--- src/rtl/add_accum_pkg.sv ---
`default_nettype none
// ============================================================================
//  Module   : add_accum_pkg
//  Brief    : Shared types and constants for the add_accum_seq accumulator.
//  Revision : 1.0 - initial release
// ============================================================================
package add_accum_pkg;

    // Default operand/accumulator width and burst-length field width.
    localparam int c_default_n     = 4;
    localparam int c_default_len_w = 8;

    // Saturation value at the default width. Wider instances replicate bit 0.
    localparam logic [c_default_n-1:0] c_sat_ones = '1;

    // Accumulator control states.
    typedef enum logic [1:0] {
        IDLE  = 2'd0,
        ACCUM = 2'd1,
        DONE  = 2'd2
    } state_t;

endpackage : add_accum_pkg
`default_nettype wire

--- src/rtl/add_accum_adder.sv ---
`default_nettype none
// ============================================================================
//  Module   : add_accum_adder
//  Brief    : Combinational N-bit ripple-carry adder built from 1-bit
//             full-adder cells chained through a carry vector.
//  Revision : 1.0 - initial release
// ============================================================================
module add_accum_adder
    import add_accum_pkg::*;
#(
    parameter int N = c_default_n
) (
    input  logic [N-1:0] a,
    input  logic [N-1:0] b,
    input  logic         cin,
    output logic [N-1:0] sum,
    output logic         cout
);

    // Carry chain: w_carry[i] is the carry into bit i.
    logic [N:0] w_carry;

    assign w_carry[0] = cin;

    generate
        for (genvar i = 0; i < N; i++) begin : g_fa
            // Propagate term shared by the sum and carry equations.
            logic w_prop;
            assign w_prop       = a[i] ^ b[i];
            assign sum[i]       = w_prop ^ w_carry[i];
            assign w_carry[i+1] = (a[i] & b[i]) | (w_prop & w_carry[i]);
        end
    endgenerate

    assign cout = w_carry[N];

endmodule : add_accum_adder
`default_nettype wire

--- src/rtl/add_accum_seq.sv ---
`default_nettype none
// ============================================================================
//  Module   : add_accum_seq
//  Brief    : Sequential multi-operand accumulator. Takes a burst of len_in
//             operands over valid/ready, sums them through a ripple-carry
//             stage and holds the result (plus a sticky carry) until ack_in.
//  Options  : ADD_ACCUM_SATURATE_EN - clamp the accumulator to all ones on
//             any carry out instead of wrapping modulo 2^N.
//  Revision : 1.0 - initial release
// ============================================================================
module add_accum_seq
    import add_accum_pkg::*;
#(
    parameter int N     = c_default_n,
    parameter int LEN_W = c_default_len_w
) (
    input  logic             clk_in,
    input  logic             rst_in,
    input  logic             start_in,
    input  logic [LEN_W-1:0] len_in,
    input  logic [N-1:0]     num_in,
    input  logic             valid_in,
    output logic             ready_out,
    output logic [N-1:0]     sum_out,
    output logic             carry_out,
    output logic             done_out,
    input  logic             ack_in
);

`ifdef ADD_ACCUM_SATURATE_EN
    // Saturation value at this instance's width.
    localparam logic [N-1:0] c_sat = {N{c_sat_ones[0]}};
`endif

    // ------------------------------------------------------------------
    // State and datapath registers
    // ------------------------------------------------------------------
    state_t           r_state;
    state_t           w_state_next;

    logic [N-1:0]     r_acc;
    logic [N-1:0]     w_acc_next;
    logic             r_carry;
    logic             w_carry_next;
    logic [LEN_W-1:0] r_cnt;
    logic [LEN_W-1:0] w_cnt_next;

    // Result registers: only updated on entry to DONE or cleared on start,
    // so they stay stable through DONE and after the acknowledge.
    logic [N-1:0]     r_sum;
    logic [N-1:0]     w_sum_next;
    logic             r_sum_carry;
    logic             w_sum_carry_next;

    // ------------------------------------------------------------------
    // Adder stage and handshake decode
    // ------------------------------------------------------------------
    logic [N-1:0]     w_add_sum;
    logic             w_add_cout;
    logic             w_xfer;
    logic             w_start;
    logic             w_last_beat;

    add_accum_adder #(
        .N (N)
    ) u_adder (
        .a    (r_acc),
        .b    (num_in),
        .cin  (1'b0),
        .sum  (w_add_sum),
        .cout (w_add_cout)
    );

    // ready is decoded from state, so a beat transfers whenever we are in
    // ACCUM and the producer presents valid data.
    assign w_xfer      = (r_state == ACCUM) && valid_in;
    assign w_start     = (r_state == IDLE) && start_in;
    assign w_last_beat = w_xfer && (r_cnt == LEN_W'(1));

    // ------------------------------------------------------------------
    // FSM
    // ------------------------------------------------------------------

    // State register with asynchronous reset to IDLE.
    always_ff @(posedge clk_in or posedge rst_in) begin
        if (rst_in) begin
            r_state <= IDLE;
        end else begin
            r_state <= w_state_next;
        end
    end

    // Next-state decode; a zero-length burst skips ACCUM entirely, and ack
    // takes priority over a simultaneous start while in DONE.
    always_comb begin
        w_state_next = r_state;
        case (r_state)
            IDLE: begin
                if (start_in) begin
                    if (len_in != '0) begin
                        w_state_next = ACCUM;
                    end else begin
                        w_state_next = DONE;
                    end
                end
            end
            ACCUM: begin
                if (w_last_beat) begin
                    w_state_next = DONE;
                end
            end
            DONE: begin
                if (ack_in) begin
                    w_state_next = IDLE;
                end
            end
            default: begin
                w_state_next = IDLE;
            end
        endcase
    end

    // Handshake outputs decoded purely from state.
    always_comb begin
        ready_out = 1'b0;
        done_out  = 1'b0;
        case (r_state)
            ACCUM:   ready_out = 1'b1;
            DONE:    done_out  = 1'b1;
            default: begin
                ready_out = 1'b0;
                done_out  = 1'b0;
            end
        endcase
    end

    // ------------------------------------------------------------------
    // Datapath
    // ------------------------------------------------------------------

    // Next values for accumulator, sticky carry, beat counter and result.
    always_comb begin
        w_acc_next       = r_acc;
        w_carry_next     = r_carry;
        w_cnt_next       = r_cnt;
        w_sum_next       = r_sum;
        w_sum_carry_next = r_sum_carry;

        if (w_start) begin
            // A new burst clears everything, including the held result.
            w_acc_next       = '0;
            w_carry_next     = 1'b0;
            w_cnt_next       = len_in;
            w_sum_next       = '0;
            w_sum_carry_next = 1'b0;
        end else if (w_xfer) begin
`ifdef ADD_ACCUM_SATURATE_EN
            if (w_add_cout) begin
                w_acc_next = c_sat;
            end else begin
                w_acc_next = w_add_sum;
            end
`else
            w_acc_next = w_add_sum;
`endif
            w_carry_next = r_carry | w_add_cout;
            w_cnt_next   = r_cnt - LEN_W'(1);
        end

        // Capture the final value on the edge that enters DONE so the
        // result is already valid in the first DONE cycle.
        if ((r_state != DONE) && (w_state_next == DONE)) begin
            w_sum_next       = w_acc_next;
            w_sum_carry_next = w_carry_next;
        end
    end

    // Datapath registers; reset abandons any burst and zeroes the result.
    always_ff @(posedge clk_in or posedge rst_in) begin
        if (rst_in) begin
            r_acc       <= '0;
            r_carry     <= 1'b0;
            r_cnt       <= '0;
            r_sum       <= '0;
            r_sum_carry <= 1'b0;
        end else begin
            r_acc       <= w_acc_next;
            r_carry     <= w_carry_next;
            r_cnt       <= w_cnt_next;
            r_sum       <= w_sum_next;
            r_sum_carry <= w_sum_carry_next;
        end
    end

    assign sum_out   = r_sum;
    assign carry_out = r_sum_carry;

endmodule : add_accum_seq
`default_nettype wire

--- config.mk ---
export PLATFORM = sky130hd
export DESIGN_NAME = add_accum_seq
export DESIGN_NICKNAME = d
export VERILOG_FILES = /design/src/rtl/add_accum_pkg.sv /design/src/rtl/add_accum_adder.sv /design/src/rtl/add_accum_seq.sv
export SDC_FILE = /design/constraint.sdc
export NUM_CORES = 1
export LEC_CHECK = 0
export ABC_AREA = 1
export BUFFER_PORTS_ARGS = -buffer_cell sky130_fd_sc_hd__buf_4
export CAP_MARGIN = 40
export CORE_ASPECT_RATIO = 0.9
export CORE_UTILIZATION = 48
export CTS_CLUSTER_DIAMETER = 50
export CTS_CLUSTER_SIZE = 20
export DETAILED_ROUTE_END_ITERATION = 10
export PLACE_DENSITY = 0.74
export RECOVER_POWER = 50
export SETUP_SLACK_MARGIN = 0.1
export SLEW_MARGIN = 40
export SYNTH_ARGS = -nofsm -noshare
export SYNTH_HDL_FRONTEND = slang
export SYNTH_SLANG_ARGS = --single-unit
export TNS_END_PERCENT = 30
--- constraint.sdc ---
create_clock -name clk_in -period 2 [get_ports clk_in]
set_clock_uncertainty 0.05 [all_clocks]
set_input_delay 0 -clock clk_in [delete_from_list [all_inputs] [get_ports clk_in]]
set_output_delay 0 -clock clk_in [all_outputs]
set_load 0.05 [all_outputs]
# Word level (Yosys, flattened, before mapping)
# Index checks and enable logic that the tools add are counted.
[word_totals] register_bits=20 input_bits=17 out_inout_bits=7
[classes] add_sub_neg=1 eq_ne=5 mux=17 n_bitwise=18 n_reduce_logical=8
[ops] cell="$mux 4" n=4
[ops] cell="$mux 8" n=2
[ops] cell="$eq 8x1->1 const B" n=1
[ops] cell="$mux 2" n=4
[ops] cell="$reduce_bool 8->1" n=1
[ops] cell="$sub 8x1->8 const B" n=1
[ops] cell="$and 1x1->1" n=7
[ops] cell="$xor 1x1->1" n=7
[ops] cell="$mux 1" n=6
[ops] cell="$pmux 2 s3" n=1
[ops] cell="$eq 2x2->1 const B" n=2
[ops] cell="$logic_and 1x1->1" n=4
[ops] cell="$or 1x1->1" n=4
[ops] cell="$reduce_bool 2->1" n=2
[ops] cell="$eq 2x1->1 const B" n=1
[ops] cell="$logic_not 2->1" n=1
[ops] cell="$ne 2x2->1 const B" n=1

# Logic depth before layout (Yosys ltp)
[depth] word_depth=11 mapped_depth=9 depth_no_buf=9

# Modules after synthesis
# Synthesis repeated with hierarchy kept, for this count alone.
[hier_totals] hier_cells=152 hier_area_um2=1231.2
[modules_own_cells] mod="add_accum_seq" n_inst=1 cells_each=138 area_per_inst_um2=1113.6
[modules_own_cells] mod="add_accum_adder" n_inst=1 cells_each=14 area_per_inst_um2=117.6

# Worst setup path after synthesis
# OpenSTA, ideal clock, no wires.
[synth_path] kind="register to register" from="reg r_acc[0]" to="reg r_sum[3] (netlist: sum_out[3])" setup_time_ns=0.066 t_arrival_ns=2.061 path_slack_ns=-0.177 path_stages_with_launch=9 cell_sequence="dfrtp_1 -> ha_1 -> fa_1 -> fa_1 -> inv_1 -> fa_1 -> o22ai_2 -> nand3_1 -> nand2_1"
[synth_between] elab_chain_cells=9
[synth_rtl] element="start: declaration" line_no="add_accum_seq.sv:41" text="logic [N-1:0] r_acc;"
[synth_rtl] element="start signal: assignment" line_no="add_accum_seq.sv:187" text="r_acc <= w_acc_next;"
[synth_rtl] element="$and 1x1->1 (2 in series)" line_no="add_accum_adder.sv:31" text="assign w_carry[i+1] = (a[i] & b[i]) | (w_prop & w_carry[i]);"
[synth_rtl] element="$or 1x1->1" line_no="add_accum_adder.sv:31"
[synth_rtl] element="$and 1x1->1" line_no="add_accum_adder.sv:31"
[synth_rtl] element="$or 1x1->1" line_no="add_accum_adder.sv:31"
[synth_rtl] element="$xor 1x1->1" line_no="add_accum_adder.sv:30" text="assign sum[i] = w_prop ^ w_carry[i];"
[synth_rtl] element="$mux 4" line_no="add_accum_seq.sv:156" text="end else if (w_xfer) begin"
[synth_rtl] element="$mux 4" line_no="add_accum_seq.sv:149" text="if (w_start) begin"
[synth_rtl] element="via w_acc_next[3]" line_no="add_accum_seq.sv:42" text="logic [N-1:0] w_acc_next;"
[synth_rtl] element="$mux 4" line_no="add_accum_seq.sv:172" text="if ((r_state != DONE) && (w_state_next == DONE)) begin"
[synth_rtl] element="end signal: assignment" line_no="add_accum_seq.sv:190" text="r_sum <= w_sum_next;"
[synth_rtl] element="end: declaration" line_no="add_accum_seq.sv:50" text="logic [N-1:0] r_sum;"
# The timed path passes the listed nets, and every way through them passes these cells.
# A chain may end at the register's enable or synchronous reset.

# Worst setup path in the final report
# Ends and elaborated chain as after synthesis.

==> summary.md <==
| Metric | Value |
|---|---|
| Cell count after synthesis | `137` |
| EDFF count, synth | `0` |
| Crit path max fanout | `2` |
| Combinational Power Share | `0.507` |
| Post_cts resized | `0` |
| Max Freq | `0.468 GHz` |
| P_leak | `0.763 nW` |
| Routed vias | `1,008` |
| Startpoint types | `flip-flop` |
| Async S/R FF share, synth | `1.00` |
| Hold Slack | `22.1 ps` |
| Wirelength per Cell | `12.2 um` |
| Syn nets | `160` |
| Final wirelength | `2410 um` |
| PortBufs | `23` |
| GRT Overall Usage | `0.216` |
| Gr ovfl total | `0` |
| Initial antenna violation count | `0` |
| Vias/cell | `5.09` |
| DRC viols | `0` |
| Starting density of the core | `0.529` |
| CTS Buffer Depth | `2` |
| Switch share | `0.452` |
| Delay-heaviest family, CP | `adder cells` |
| Flops & latches, synth | `20` |
| Die area | `2720 um^2` |
| Die Height | `49.6 um` |
| Sequential Area | `500 um^2` |
| Crit path top cell by count | `fa_2` |
| Synth area leader | `dfrtp_1` |
| Post-CTS setup buffer count | `0` |
| CP arrival | `2340 ps` |
| First-pass GRT wire length | `4150 um` |
| Final WS setup | `-137 ps` |
| NetSw | `0.000850 W` |
| Commonest cells in the netlist | `nand2_1 (32), dfrtp_1 (20), nand3_1 (19), nor2_1 (11), inv_1 (10)` |
| Flop pwr share | `0.368` |
| Failing checks | `setup timing` |
| IO Pins | `24` |
| Vias in the first global route | `965` |
| Multi-input gate area | `616 um^2` |
| Core ar. | `2280 um^2` |
| Primary FF master, synth | `dfrtp_1` |
| DP Area | `1400 um^2` |
| Core Rows | `16` |
| Final GP Congestion | `0.806` |
| Share of total power in the clock network | `0.125` |
| Critical path endpoint category | `flip-flop` |
| Final setup vio count | `2` |
| Max IR drop VDD | `0.915 mV` |
| Later-pin clock latency in the skew report | `300 ps` |
| Most common cell in the netlist | `nand2_1` |
| Final hold vios | `0` |
| Largest net degree at the start of global routing | `21` |
| Yosys top cell area share | `0.415` |
| Crit path largest cell delay | `400 ps` |
| Initial DRC count | `28` |
| Register area share after synthesis | `0.415` |
| Worst-path cell chain | `ha_2 > fa_2 > fa_2 > inv_2 > fa_1 > o22ai_2 > nand3_1 > nand2_1` |
| Final Cycle Share | `1.07` |
| Htree depth | `1` |
| Mapped Area | `1210 um^2` |
| CP max stage cell | `dfrtp_1` |
| # diodes | `0` |
| Fill count | `195` |
| Synthesized area per cell | `8.80 um^2` |
| Final nets | `195` |
| Clock slew at reported path FFs | `110 ps` |
| Post-route ant nets | `0` |
| Worst hold path class | `in -> reg` |
| Synth Warn # | `0` |
| Die Wd | `54.8 um` |
| HPWL after detailed placement | `1770 um` |
| Power density cells | `1240 nW/um^2` |
| Share of cells above drive strength 1 | `0.298` |
| RSZ-0062 raised after global routing | `yes` |
| Final slew viol count | `0` |
| Root Driver | `clkbuf_4` |
| Final Instance Area | `1520 um^2` |
| Slew headroom | `0.489` |
| Max-cap violations | `0` |
| WS Path Type | `reg -> reg` |
| Pre-CTS WS | `-118 ps` |
| DRT Pass-1 Iters | `4` |
| CTS Buf Count | `3` |
| Pint | `0.00103 W` |
| Tmin final | `2140 ps` |
| CP Data Required Time | `2200 ps` |
| Total clock sinks | `20` |
| WP buf/inv | `1` |
| Area Growth Syn to Fin | `25.7%` |
| Status | `finished, violations left` |
| Actual slew at the worst max-slew pin | `765 ps` |
| Dominant cells by area after synthesis | `dfrtp_1 (41%), nand2_1 (10%), nand3_1 (7.9%)` |
| CTS tree | `done` |
| Synth unique cells | `26` |
## routing by layer
metal	GRT usage	vias to the layer above	share of wire
met3	0.0648	4	0.058
met1	0.296	464	0.49
li1	-	509	-
met2	0.325	31	0.44
met5	0	-	0
met4	0.0556	0	0.0087
## worst paths after layout
check	start	end	slack [ps]	depth (start not counted)
max in group asynchronous	rst_in	carry_out$_DFFE_PP0P_	1090	3
worst min-delay path	num_in[0]	r_acc[0]$_DFF_PP0_	20	4
worst max-delay path	r_acc[0]$_DFF_PP0_	sum_out[3]$_DFFE_PP0P_	-140	8
worst max register to register	r_acc[0]$_DFF_PP0_	sum_out[3]$_DFFE_PP0P_	-140	8
min in group asynchronous	rst_in	sum_out[1]$_DFFE_PP0P_	340	3
worst min register to register	r_carry$_DFF_PP0_	r_carry$_DFF_PP0_	440	2
## through the flow
stage	TNS [ps]	total power (W)	instances	util
2_1_floorplan	-44.4	0.00144	137	-
3_3_place_gp	-76.6	0.00163	185	0.612
3_5_place_dp	-118	0.00166	185	0.612
4_1_cts	-172	0.00191	198	0.668
5_1_grt	-300	0.00205	198	0.664
6_report	-147	0.00188	198	0.664
## sequential cells by signal, indices dropped and copies added, names as in the netlist
signal     count
r_acc          4
r_carry        1
carry_out      1
r_state        2
sum_out        4
r_cnt          8
## worst min-delay path, cell delays in order
cell,delay (ps)
buf_4,80
ha_2,140
nand2_1,40
nand2_1,80
## power groups by stage
stage / combinational (W) / sequential [W] / clock (W)
2_1_floorplan: 0.000623 / 0.000813 / 0
5_1_grt: 0.00107 / 0.000715 / 0.000264
6_report: 0.000954 / 0.000692 / 0.000236
3_5_place_dp: 0.000957 / 0.000701 / 0
3_3_place_gp: 0.000935 / 0.000693 / 0
4_1_cts: 0.000974 / 0.000691 / 0.000245
## cell type report
cell class / instances / share of cell area
clock buffer: 4 / 0.0239
timing repair buffer: 32 / 0.168
multi-input combinational: 97 / 0.406
inverter: 18 / 0.0495
tap: 27 / 0.0223
sequential: 20 / 0.330
## kinds of logic after synthesis
family | count (synthesis) | share of synthesized area
and+or+nand+nor | 74 | 0.320
buffers and inverters | 20 | 0.0809
DFF | 20 | 0.415
AOI/OAI and AO/OA | 13 | 0.0747
adders and majority gates | 6 | 0.0809
xor gates and xnor gates | 4 | 0.0291
## placed cells by master, fill, tap and decap left out, drive strengths merged
master / n
nor2: 15
xor2: 3
inv: 18
o22ai: 2
fa: 3
nand2: 37
xnor2: 1
a21oi: 1
nand3: 22
a31oi: 1
dfrtp: 20
ha: 3
o21ai: 5
dlygate4sd3: 9
o211ai: 3
clkbuf: 7
buf: 20
o221ai: 1
## what timing repair did
action                                  in CTS  in global routing
hold buffers                                 9                  0
endpoints found under the setup margin       2                  3
hold endpoints to repair                    28                  0
gates cloned                                 0                  0
pin swaps                                    0                  0
Power figures use the tool's default switching activity.
